[src/rtl/macc_frame_pipelined.sv]
// Three-stage pipelined multiply-accumulate: registered operands, registered product, and a
// frame accumulator that reports each frame's sum with a sticky overflow flag.
module macc_frame_pipelined #(
    parameter int unsigned A_WIDTH   = 16,
    parameter int unsigned B_WIDTH   = 16,
    parameter int unsigned ACC_WIDTH = 48,
    parameter bit          SIGNED    = 1'b1,
    parameter bit          SATURATE  = 1'b0
) (
    input  logic                 clk,
    input  logic                 rst_sync,
    input  logic                 in_valid,
    input  logic                 in_last,
    input  logic [A_WIDTH-1:0]   a,
    input  logic [B_WIDTH-1:0]   b,
    output logic                 out_valid,
    output logic [ACC_WIDTH-1:0] out_result,
    output logic                 out_overflow
);

    localparam int unsigned PW = A_WIDTH + B_WIDTH;
    localparam int unsigned SW = ACC_WIDTH + 1;

    if (ACC_WIDTH < PW) begin : g_width_check
        $error("ACC_WIDTH must be at least A_WIDTH + B_WIDTH");
    end

    localparam logic [ACC_WIDTH-1:0] UMAX = {ACC_WIDTH{1'b1}};
    localparam logic [ACC_WIDTH-1:0] SMAX = {1'b0, {(ACC_WIDTH-1){1'b1}}};
    localparam logic [ACC_WIDTH-1:0] SMIN = {1'b1, {(ACC_WIDTH-1){1'b0}}};

    logic [A_WIDTH-1:0]   a_q;
    logic [B_WIDTH-1:0]   b_q;
    logic                 s1_valid_q, s1_last_q;
    logic [PW-1:0]        p_q;
    logic                 s2_valid_q, s2_last_q;
    logic [ACC_WIDTH-1:0] acc_q;
    logic                 ovf_q;
    logic                 first_q;

    logic [PW-1:0]        a_ext, b_ext, prod;
    logic [SW-1:0]        p_ext, base, sum;
    logic                 overflow;
    logic [ACC_WIDTH-1:0] acc_d;
    logic                 ovf_d;

    // Low PW bits of the product of extended operands equal the exact product in either mode.
    assign a_ext = {{B_WIDTH{SIGNED & a_q[A_WIDTH-1]}}, a_q};
    assign b_ext = {{A_WIDTH{SIGNED & b_q[B_WIDTH-1]}}, b_q};
    assign prod  = a_ext * b_ext;

    always_comb begin
        p_ext = {{(SW-PW){SIGNED & p_q[PW-1]}}, p_q};
        base  = first_q ? '0 : {SIGNED & acc_q[ACC_WIDTH-1], acc_q};
        sum   = base + p_ext;
        // Signed: top two bits disagree; unsigned: carry out of the accumulator width.
        overflow = SIGNED ? (sum[SW-1] ^ sum[SW-2]) : sum[SW-1];
        acc_d = sum[ACC_WIDTH-1:0];
        if (overflow && SATURATE) begin
            if (SIGNED) begin
                acc_d = sum[SW-1] ? SMIN : SMAX;
            end else begin
                acc_d = UMAX;
            end
        end
        ovf_d = (first_q ? 1'b0 : ovf_q) | overflow;
    end

    always_ff @(posedge clk) begin
        if (rst_sync) begin
            a_q          <= '0;
            b_q          <= '0;
            s1_valid_q   <= 1'b0;
            s1_last_q    <= 1'b0;
            p_q          <= '0;
            s2_valid_q   <= 1'b0;
            s2_last_q    <= 1'b0;
            acc_q        <= '0;
            ovf_q        <= 1'b0;
            first_q      <= 1'b1;
            out_valid    <= 1'b0;
            out_result   <= '0;
            out_overflow <= 1'b0;
        end else begin
            a_q        <= a;
            b_q        <= b;
            s1_valid_q <= in_valid;
            s1_last_q  <= in_valid & in_last;
            p_q        <= prod;
            s2_valid_q <= s1_valid_q;
            s2_last_q  <= s1_last_q;
            out_valid  <= 1'b0;
            if (s2_valid_q) begin
                acc_q   <= acc_d;
                ovf_q   <= ovf_d;
                first_q <= s2_last_q;
                if (s2_last_q) begin
                    out_valid    <= 1'b1;
                    out_result   <= acc_d;
                    out_overflow <= ovf_d;
                end
            end
        end
    end

endmodule

[config.mk]
export PLATFORM = sky130hd
export DESIGN_NAME = macc_frame_pipelined
export DESIGN_NICKNAME = d
export VERILOG_FILES = /design/src/rtl/macc_frame_pipelined.sv
export SDC_FILE = /design/constraint.sdc
export NUM_CORES = 1
export LEC_CHECK = 0
export BUFFER_PORTS_ARGS = -buffer_cell sky130_fd_sc_hd__buf_2
export CORE_MARGIN = 2
export CORE_UTILIZATION = 55
export CTS_CLUSTER_SIZE = 24
export DETAILED_ROUTE_END_ITERATION = 10
export PLACE_DENSITY_LB_ADDON = 0.08
export SETUP_SLACK_MARGIN = 0.15
export SLEW_MARGIN = 20
export SYNTH_ARGS = -nofsm -noshare
export SYNTH_HDL_FRONTEND = slang
export SYNTH_SLANG_ARGS = --single-unit
[constraint.sdc]
create_clock -name clk -period 15.7 [get_ports clk]
set_input_delay 0 -clock clk [delete_from_list [all_inputs] [get_ports clk]]
set_output_delay 0 -clock clk [all_outputs]
set_load 0.05 [all_outputs]
==> results of run 1 <==
## synthesized netlist by cell type (7+ instances only)
library cell	number
sky130_fd_sc_hd__nand2b_1	23
sky130_fd_sc_hd__nand4_1	9
sky130_fd_sc_hd__ha_1	130
sky130_fd_sc_hd__a211oi_1	17
sky130_fd_sc_hd__mux2i_1	31
sky130_fd_sc_hd__o21bai_1	10
sky130_fd_sc_hd__clkbuf_1	73
sky130_fd_sc_hd__nor2b_1	87
sky130_fd_sc_hd__inv_1	310
sky130_fd_sc_hd__fa_1	263
sky130_fd_sc_hd__or3_1	7
sky130_fd_sc_hd__a21o_1	34
sky130_fd_sc_hd__nor3_1	9
sky130_fd_sc_hd__nor2_1	116
sky130_fd_sc_hd__a22o_1	31
sky130_fd_sc_hd__a21oi_1	75
sky130_fd_sc_hd__xor2_1	36
sky130_fd_sc_hd__dfxtp_1	168
sky130_fd_sc_hd__nand3_1	13
sky130_fd_sc_hd__o21ai_0	57
sky130_fd_sc_hd__and2_1	125
sky130_fd_sc_hd__xnor2_1	42
sky130_fd_sc_hd__o21a_1	12
sky130_fd_sc_hd__nand2_1	181
## layout make-up
class                           instances  area (sq um)
Multi-Input combinational cell       1411         13080
Timing Repair Buffer                  126         825.8
Clock inverter                         14         187.7
Tap cell                              442         553.0
Fill cell                            2866         12760
Clock buffer                           18         439.2
Sequential cell                       168          3364
Inverter                              311          1167
## flip-flops by register name, summed over array words and instances (netlist names)
signal and cells:
out_result 48, s2_valid_q 1, acc_q 48, s1_last_q 1
b_q 16, p_q 32, out_overflow 1, s1_valid_q 1
s2_last_q 1, out_valid 1, ovf_q 1, first_q 1
a_q 16
## power groups by stage
stage	Sequential (mW)	Combinational, mW	Clock (mW)
after floorplan	0.494	0.702	0
after global placement	0.519	0.850	0
after detailed placement	0.518	0.865	0
after CTS	0.509	0.879	0.474
after global routing	0.514	1.01	0.491
final	0.510	0.875	0.464
## metrics by stage
stage	utilization, %	setup slack (ns)	hold WS (ns)	instance area [sq um]
5_1_grt	60.59	8.531	0.2896	19610
2_1_floorplan	-	9.570	0.1217	17940
6_report	60.59	8.892	0.2817	19610
4_1_cts	60.59	8.952	0.2642	19610
3_5_place_dp	57.54	8.974	0.2061	18630
3_3_place_gp	57.54	9.107	0.2074	18630
## final timing paths
path / from / end / slack (ns) / depth (start not counted)
min reg2reg: out_result[46] / out_result[46] / 0.45 / 2
max reg2reg: b_q[1] / p_q[31] / 8.89 / 21
max: b_q[1] / p_q[31] / 8.89 / 21
min: a[12] / a_q[12] / 0.28 / 3
## worst max-delay path: cells and delay by family, from the launching register on
family	cells	cell delay, ns
adders and majority gates	7	3.38
AOI/OAI and AO/OA	9	1.94
DFF	1	0.77
and+or+nand+nor	2	0.32
buffers and inverters	3	0.25
## timing repair
item	in CTS	in global routing
hold buffers	36	0
hold endpoints to repair	48	0
setup endpoints to repair	0	0
buffers inserted	0	0
## cells by family after synthesis
group,after synthesis
multiplexers,31
AO/OA/AOI/OAI,308
buffers and inverters,397
AND/OR/NAND/NOR,601
adder cells (fa/ha/maj),393
XOR/XNOR,78
flip-flops,168
## per-layer routing
metal	global-route usage, %	part of all wire [%]	vias to the layer above	wire (um)
met5	0	0	-	0
met4	7.556	1.9	0	781
met3	4.051	5.1	50	2084
met2	42.56	46	326	18800
met1	35.10	47	6439	19480
li1	-	-	6407	-
==> implementation parameters, run 1 <==
Parameter                              Value

Run status
  Run status    finished, final reports clean

Global route
  Largest net degree at the start of global routing    87
  Antenna violations before repair    0
  Total grt overflow    0
  Vias in the first global route    13.96k
  GRT Total Usage    25.76%
  First-pass GRT wire length    69570 um

Yosys
  Fraction of synthesis flops using an asynchronous set or reset pin    0%
  Post-synth net total    2405
  Fraction of the mapped netlist area in compound gates    11.90%
  Largest family of logic cells by synthesized area    adder cells
  Primary flip-flop cell chosen by synthesis mapping    sky130_fd_sc_hd__dfxtp_1
  Cell type with the highest aggregate area in the netlist    sky130_fd_sc_hd__fa_1
  Synth warn    0
  Top cells by area, synth    sky130_fd_sc_hd__fa_1 (29%), sky130_fd_sc_hd__dfxtp_1 (19%), sky130_fd_sc_hd__ha_1 (9.1%)
  Proportion of netlist area held by the largest area contributor    29.34%
  Number of synthesized register bits    168
  Summed instance area of the synthesized netlist    17940 sq um
  Number of library cell types mapped by synthesis    81
  Number of enable flip-flop cells after synthesis    0
  Sequential share of the synthesized area    18.74%
  Adder-cell share of the synthesized area    38.40%
  Post-synthesis mux area share    1.729%
  Synth Instances    1976
  Average footprint of a synthesized cell    9.081 sq um
  Simple-gate area share of the yosys netlist    16.96%
  Synthesized-area fraction occupied by xor and xnor cells    3.807%

Final layout
  Layout Area Growth over Synthesis    9.295%
  Fraction of final layout cells sized beyond drive strength 1    7.275%
  Post-layout nets    2464
  Commonest cells after routing, fill and taps aside    sky130_fd_sc_hd__inv_1 (310), sky130_fd_sc_hd__fa_1 (263), sky130_fd_sc_hd__nand2_1 (181)
  ANT cells    0
  Number of standard cells in the final layout excluding fillers    2490
  Leading cell type in the layout, fill and taps excluded    sky130_fd_sc_hd__inv_1

Pwr
  Flop pwr share    27.6%
  Share of power burned in combinational logic    47.3%
  Clock Power Share    25.1%
  Maximum ir drop on the vdd rail    99.93 uV
  Power density over the cells    94.28 nW/um^2
  Cell Int Power    1.096 mW
  Overall power after layout    1.849 mW
  Leakage    9.460 nW
  Switching power share of the total    40.71%
  Sw power    752.7 uW

STA
  Slew HR    25.28%
  Setup repair after global routing missed its margin    false
  Actual transition at the worst max-transition pin    1.114 ns
  Post-route clock period utilization    43.37%
  Final setup fails    0
  Max-slew violations    0
  Final hold violations    0
  Max Freq    146.9 MHz
  Final-layout setup total negative slack    0 ns
  Minimum clock period    6.808 ns
  Clock tree skew after final layout    0.01185 ns

Floorplanning
  Die area    34090 sq um
  Die X    184.6 um
  Die extent in y    184.6 um
  Starting density of the core    55.43%
  Row Count    66
  Core Region    32370 sq um
  Ports placed on the boundary    86

Setup path
  Data arrival time at the worst-slack endpoint    7.14 ns
  Stage delay of the slowest cell on the critical path    0.77 ns
  List of cells traversed by the critical path    nand2_1 -> inv_1 -> fa_1 -> fa_1 -> fa_1 -> fa_1 -> fa_1 -> inv_1 -> fa_1 -> inv_1 -> ha_1 -> a211o_1 -> a21oi_1 -> o21ai_0 -> a221o_1 -> a21oi_2 -> o31ai_1 -> a2111oi_2 -> nor3b_1 -> o21ai_0 -> o31ai_1
  Worst path most repeated cell    sky130_fd_sc_hd__fa_1
  Required time of the worst setup path    16.03 ns
  Category of the worst setup path launch point    flip-flop
  Cell with the biggest individual delay on the critical path    sky130_fd_sc_hd__dfxtp_1
  Kind of capture point of the worst setup path    flip-flop
  Biggest fanout along the worst timing path    16
  Crit Path Category    reg -> reg

CTS
  Clock buffers created by TritonCTS    17
  H-Tree Level Count    4
  Clock network latency to the later pin of the worst-skew pair    0.45 ns
  CTS clk-pin slew, worst paths    0.08 ns
  Clock sink count    168
  Deepest clock path buffer count    2
  TritonCTS clock tree    built
  Quantity of gates resized following cts    0
  Root buffer selected by CTS    sky130_fd_sc_hd__clkbuf_16

Routing
  Routed via count    13.22k
  Wirelength, routed    41140 um
  First-pass iteration count of the detailed router    5
  Average vias per placed instance    5.310
  Average detailed-routed wire length per instance    16.52 um
  Antenna viol nets, final    0
  Initial DRC count    770
  DR DRC count    0

Place
  Number of port buffers    85
  Placed Cells    2422
  Half-perimeter wire length after placement    31500 um
  Placer's final routability congestion estimate    0.8894

Flow run
  Number of maximum-capacitance violations    0

Hold path
  Worst min path class    in -> reg
No activity file was read; power rests on OpenSTA's default activity.
==> inputs of run 2 (changes only) <==
ABC_AREA = 1   (was unset)
clock period = 5.6 ns   (was 15.7 ns; I/O delays follow)
==> implementation parameters, run 2 <==
Parameter                              Value

Yosys
  Proportion of netlist area held by the largest area contributor    26.72% (-2.6 points)
  Top cells by area, synth    sky130_fd_sc_hd__fa_1 (27%), sky130_fd_sc_hd__dfxtp_1 (17%), sky130_fd_sc_hd__inv_1 (14%)
  Summed instance area of the synthesized netlist    19700 sq um (+9.8%)
  Synth warn    0 (unchanged)
  Post-synth net total    3241 (+35%)
  Average footprint of a synthesized cell    7.007 sq um (-23%)
  Cell type with the highest aggregate area in the netlist    sky130_fd_sc_hd__fa_1
  Fraction of synthesis flops using an asynchronous set or reset pin    0% (unchanged)
  Synth Instances    2812 (+42%)
  Number of library cell types mapped by synthesis    43 (-47%)
  Primary flip-flop cell chosen by synthesis mapping    sky130_fd_sc_hd__dfxtp_1
  Most common cell in the synthesized netlist    sky130_fd_sc_hd__inv_1
  Sequential share of the synthesized area    17.07% (-1.7 points)
  Number of synthesized register bits    168 (unchanged)
  Most frequent cells after synthesis    sky130_fd_sc_hd__inv_1 (727), sky130_fd_sc_hd__nand2_1 (723), sky130_fd_sc_hd__fa_1 (263)
  Number of enable flip-flop cells after synthesis    0 (unchanged)

Place
  Number of port buffers    85 (unchanged)
  Placer's final routability congestion estimate    0.9824 (+10%)
  Half-perimeter wire length after placement    44920 um (+43%)
  Placed Cells    3333 (+38%)

Hold path
  Worst min path class    in -> reg

CTS
  Root buffer selected by CTS    sky130_fd_sc_hd__clkbuf_16
  H-Tree Level Count    4 (unchanged)
  Clock sink count    168 (unchanged)
  CTS clk-pin slew, worst paths    0.08 ns (about the same)
  Clock buffers created by TritonCTS    17 (unchanged)
  TritonCTS clock tree    built
  Clock network latency to the later pin of the worst-skew pair    0.46 ns (about the same)
  Deepest clock path buffer count    2 (unchanged)

Setup path
  Top cell family by delay on the critical path    adder cells
  List of cells traversed by the critical path    buf_6 -> nand2_1 -> inv_2 -> fa_2 -> buf_6 -> fa_1 -> fa_2 -> fa_2 -> fa_1 -> inv_1 -> fa_1 -> inv_2 -> ha_4 -> a21oi_2 -> o21ai_0 -> a21oi_1 -> nand3_1 -> a21o_1 -> o21ai_0 -> nor2_1
  Kind of capture point of the worst setup path    flip-flop
  Biggest fanout along the worst timing path    6 (-10)
  Critical path buffers and inverters    5 (+2)
  Data arrival time at the worst-slack endpoint    5.71 ns (-1.43 ns)
  Required time of the worst setup path    5.95 ns (-10.08 ns)
  Crit Path Category    reg -> reg
  Stage delay of the slowest cell on the critical path    0.63 ns (-0.14 ns)
  Cell with the biggest individual delay on the critical path    sky130_fd_sc_hd__fa_2
  Category of the worst setup path launch point    flip-flop

Floorplanning
  Ports placed on the boundary    86 (unchanged)
  Row Count    69 (+4.5%)
  Die area    37360 sq um (+9.6%)
  Die extent in y    193.3 um (+4.7%)
  Die X    193.3 um (+4.7%)
  Core Region    35400 sq um (+9.3%)
  Starting density of the core    55.67% (+0.23 points)

Routing
  First-pass iteration count of the detailed router    5 (unchanged)
  Average vias per placed instance    5.050 (-4.9%)
  Wirelength, routed    54590 um (+33%)
  Antenna viol nets, final    0 (unchanged)
  Average detailed-routed wire length per instance    16.00 um (-3.2%)
  DR DRC count    0 (unchanged)
  Routed via count    17.23k (+30%)
  Initial DRC count    1006 (+31%)

Final layout
  Fill count    3249 (+13%)
  Final standard cell utilization of the core    63.76% (+3.2 points)
  Largest registers    acc_q x48, out_result x48, p_q x32
  Leading cell type in the layout, fill and taps excluded    sky130_fd_sc_hd__inv_1
  Layout Area Growth over Synthesis    14.55%
  Commonest cells after routing, fill and taps aside    sky130_fd_sc_hd__inv_1 (720), sky130_fd_sc_hd__nand2_1 (711), sky130_fd_sc_hd__fa_1 (251)
  Post-layout nets    3367 (+37%)
  Number of standard cells in the final layout excluding fillers    3412 (+37%)
  Fraction of final layout cells sized beyond drive strength 1    12.10% (+4.8 points)
  Multi-input gate area in the final layout    13700 sq um (+4.8%)
  ANT cells    0 (unchanged)
  FF/Latch Area    3413 sq um (+1.5%)

STA
  Final setup fails    0 (unchanged)
  Max Freq    186.5 MHz (+27%)
  Setup repair after global routing missed its margin    true
  Minimum clock period    5.363 ns (-1.446 ns)
  Slew HR    33.39% (+8.1 points)
  Actual transition at the worst max-transition pin    0.9981 ns (-0.1158 ns)
  Final hold violations    0 (unchanged)
  Worst-case hold slack    0.1339 ns (-0.1478 ns)
  Max-slew violations    0 (unchanged)
  Clock tree skew after final layout    0.01599 ns (+0.004140 ns)
  Post-route clock period utilization    95.76% (+52 points)

Global route
  Vias in the first global route    17.75k (+27%)
  GRT Total Usage    29.87% (+4.1 points)
  First-pass GRT wire length    88650 um (+27%)
  Antenna violations before repair    1 (+1)
  Largest net degree at the start of global routing    60 (-31%)
  Total grt overflow    0 (unchanged)

Pwr
  Maximum ir drop on the vdd rail    262.8 uV (+160%)
  Power density over the cells    265.4 nW/um^2 (+180%)
  Overall power after layout    5.990 mW (+220%)
  Leakage    12.79 nW (+35%)

Flow run
  Number of maximum-capacitance violations    0 (unchanged)

Run status
  Run status    finished, final reports clean
[run 2: area by class of cell]
type | count | area share (%)
Multi-Input combinational cell | 1815 | 60.69
Sequential cell | 168 | 15.12
Inverter | 732 | 12.19
Timing Repair Buffer | 204 | 6.841
Tap cell | 461 | 2.556
Clock buffer | 18 | 1.901
Clock inverter | 14 | 0.7040
[run 2: cell families (layout without fill, tap and decap cells)]
| family | count (synthesis) | in the layout | share of synthesized area [%] |
|---|---|---|---|
| buffers and inverters | 829 | 968 | 15.81 |
| AND/OR/NAND/NOR | 1091 | 1091 | 22.21 |
| adder cells (fa/ha/maj) | 393 | 393 | 34.98 |
| AO/OA/AOI/OAI | 295 | 295 | 8.299 |
| XOR/XNOR | 36 | 36 | 1.638 |
| flip-flops | 168 | 168 | 17.07 |
[run 2: what timing repair did]
| action | in CTS | in global routing |
|---|---|---|
| hold buffers | 34 | 0 |
| pin swaps | 0 | 37 |
| hold endpoints to repair | 34 | 0 |
| resized for setup | 27 | 123 |
| buffers inserted | 4 | 9 |
| endpoints found under the setup margin | 15 | 18 |
[run 2: per-layer routing]
| metal | GRT usage [%] | vias to the layer above | share of wire (%) |
|---|---|---|---|
| met1 | 36.81 | 8161 | 42 |
| met3 | 3.522 | 113 | 4.0 |
| met5 | 0 | - | 0 |
| met4 | 11.73 | 0 | 3.7 |
| li1 | - | 8502 | - |
| met2 | 53.39 | 453 | 50 |
[run 2: final timing paths]
| kind | start | endpoint | slack (ns) | depth (start not counted) |
|---|---|---|---|---|
| min reg2reg | s1_valid_q | s2_valid_q | 0.40 | 2 |
| max reg2reg | a_q[15] | p_q[25] | 0.24 | 20 |
| min | rst_sync | s2_last_q | 0.13 | 2 |
| max | a_q[15] | p_q[25] | 0.24 | 20 |
[run 2: stage by stage]
stage	worst slack (ns)	setup TNS, ns	cell area [sq um]
floorplan	0.1551	0	19710
global placement	-0.006877	-0.006877	21000
detailed placement	-0.1066	-0.4086	21000
CTS	0.1707	0	22030
global route	0.07496	0	22570
finish	0.2372	0	22570
[run 2: where the power goes]
| part | switching (mW) | internal [mW] |
|---|---|---|
| registers | 0.103 | 1.31 |
| logic | 2.02 | 1.33 |
| clock network | 0.625 | 0.598 |
| total | 2.75 | 3.24 |
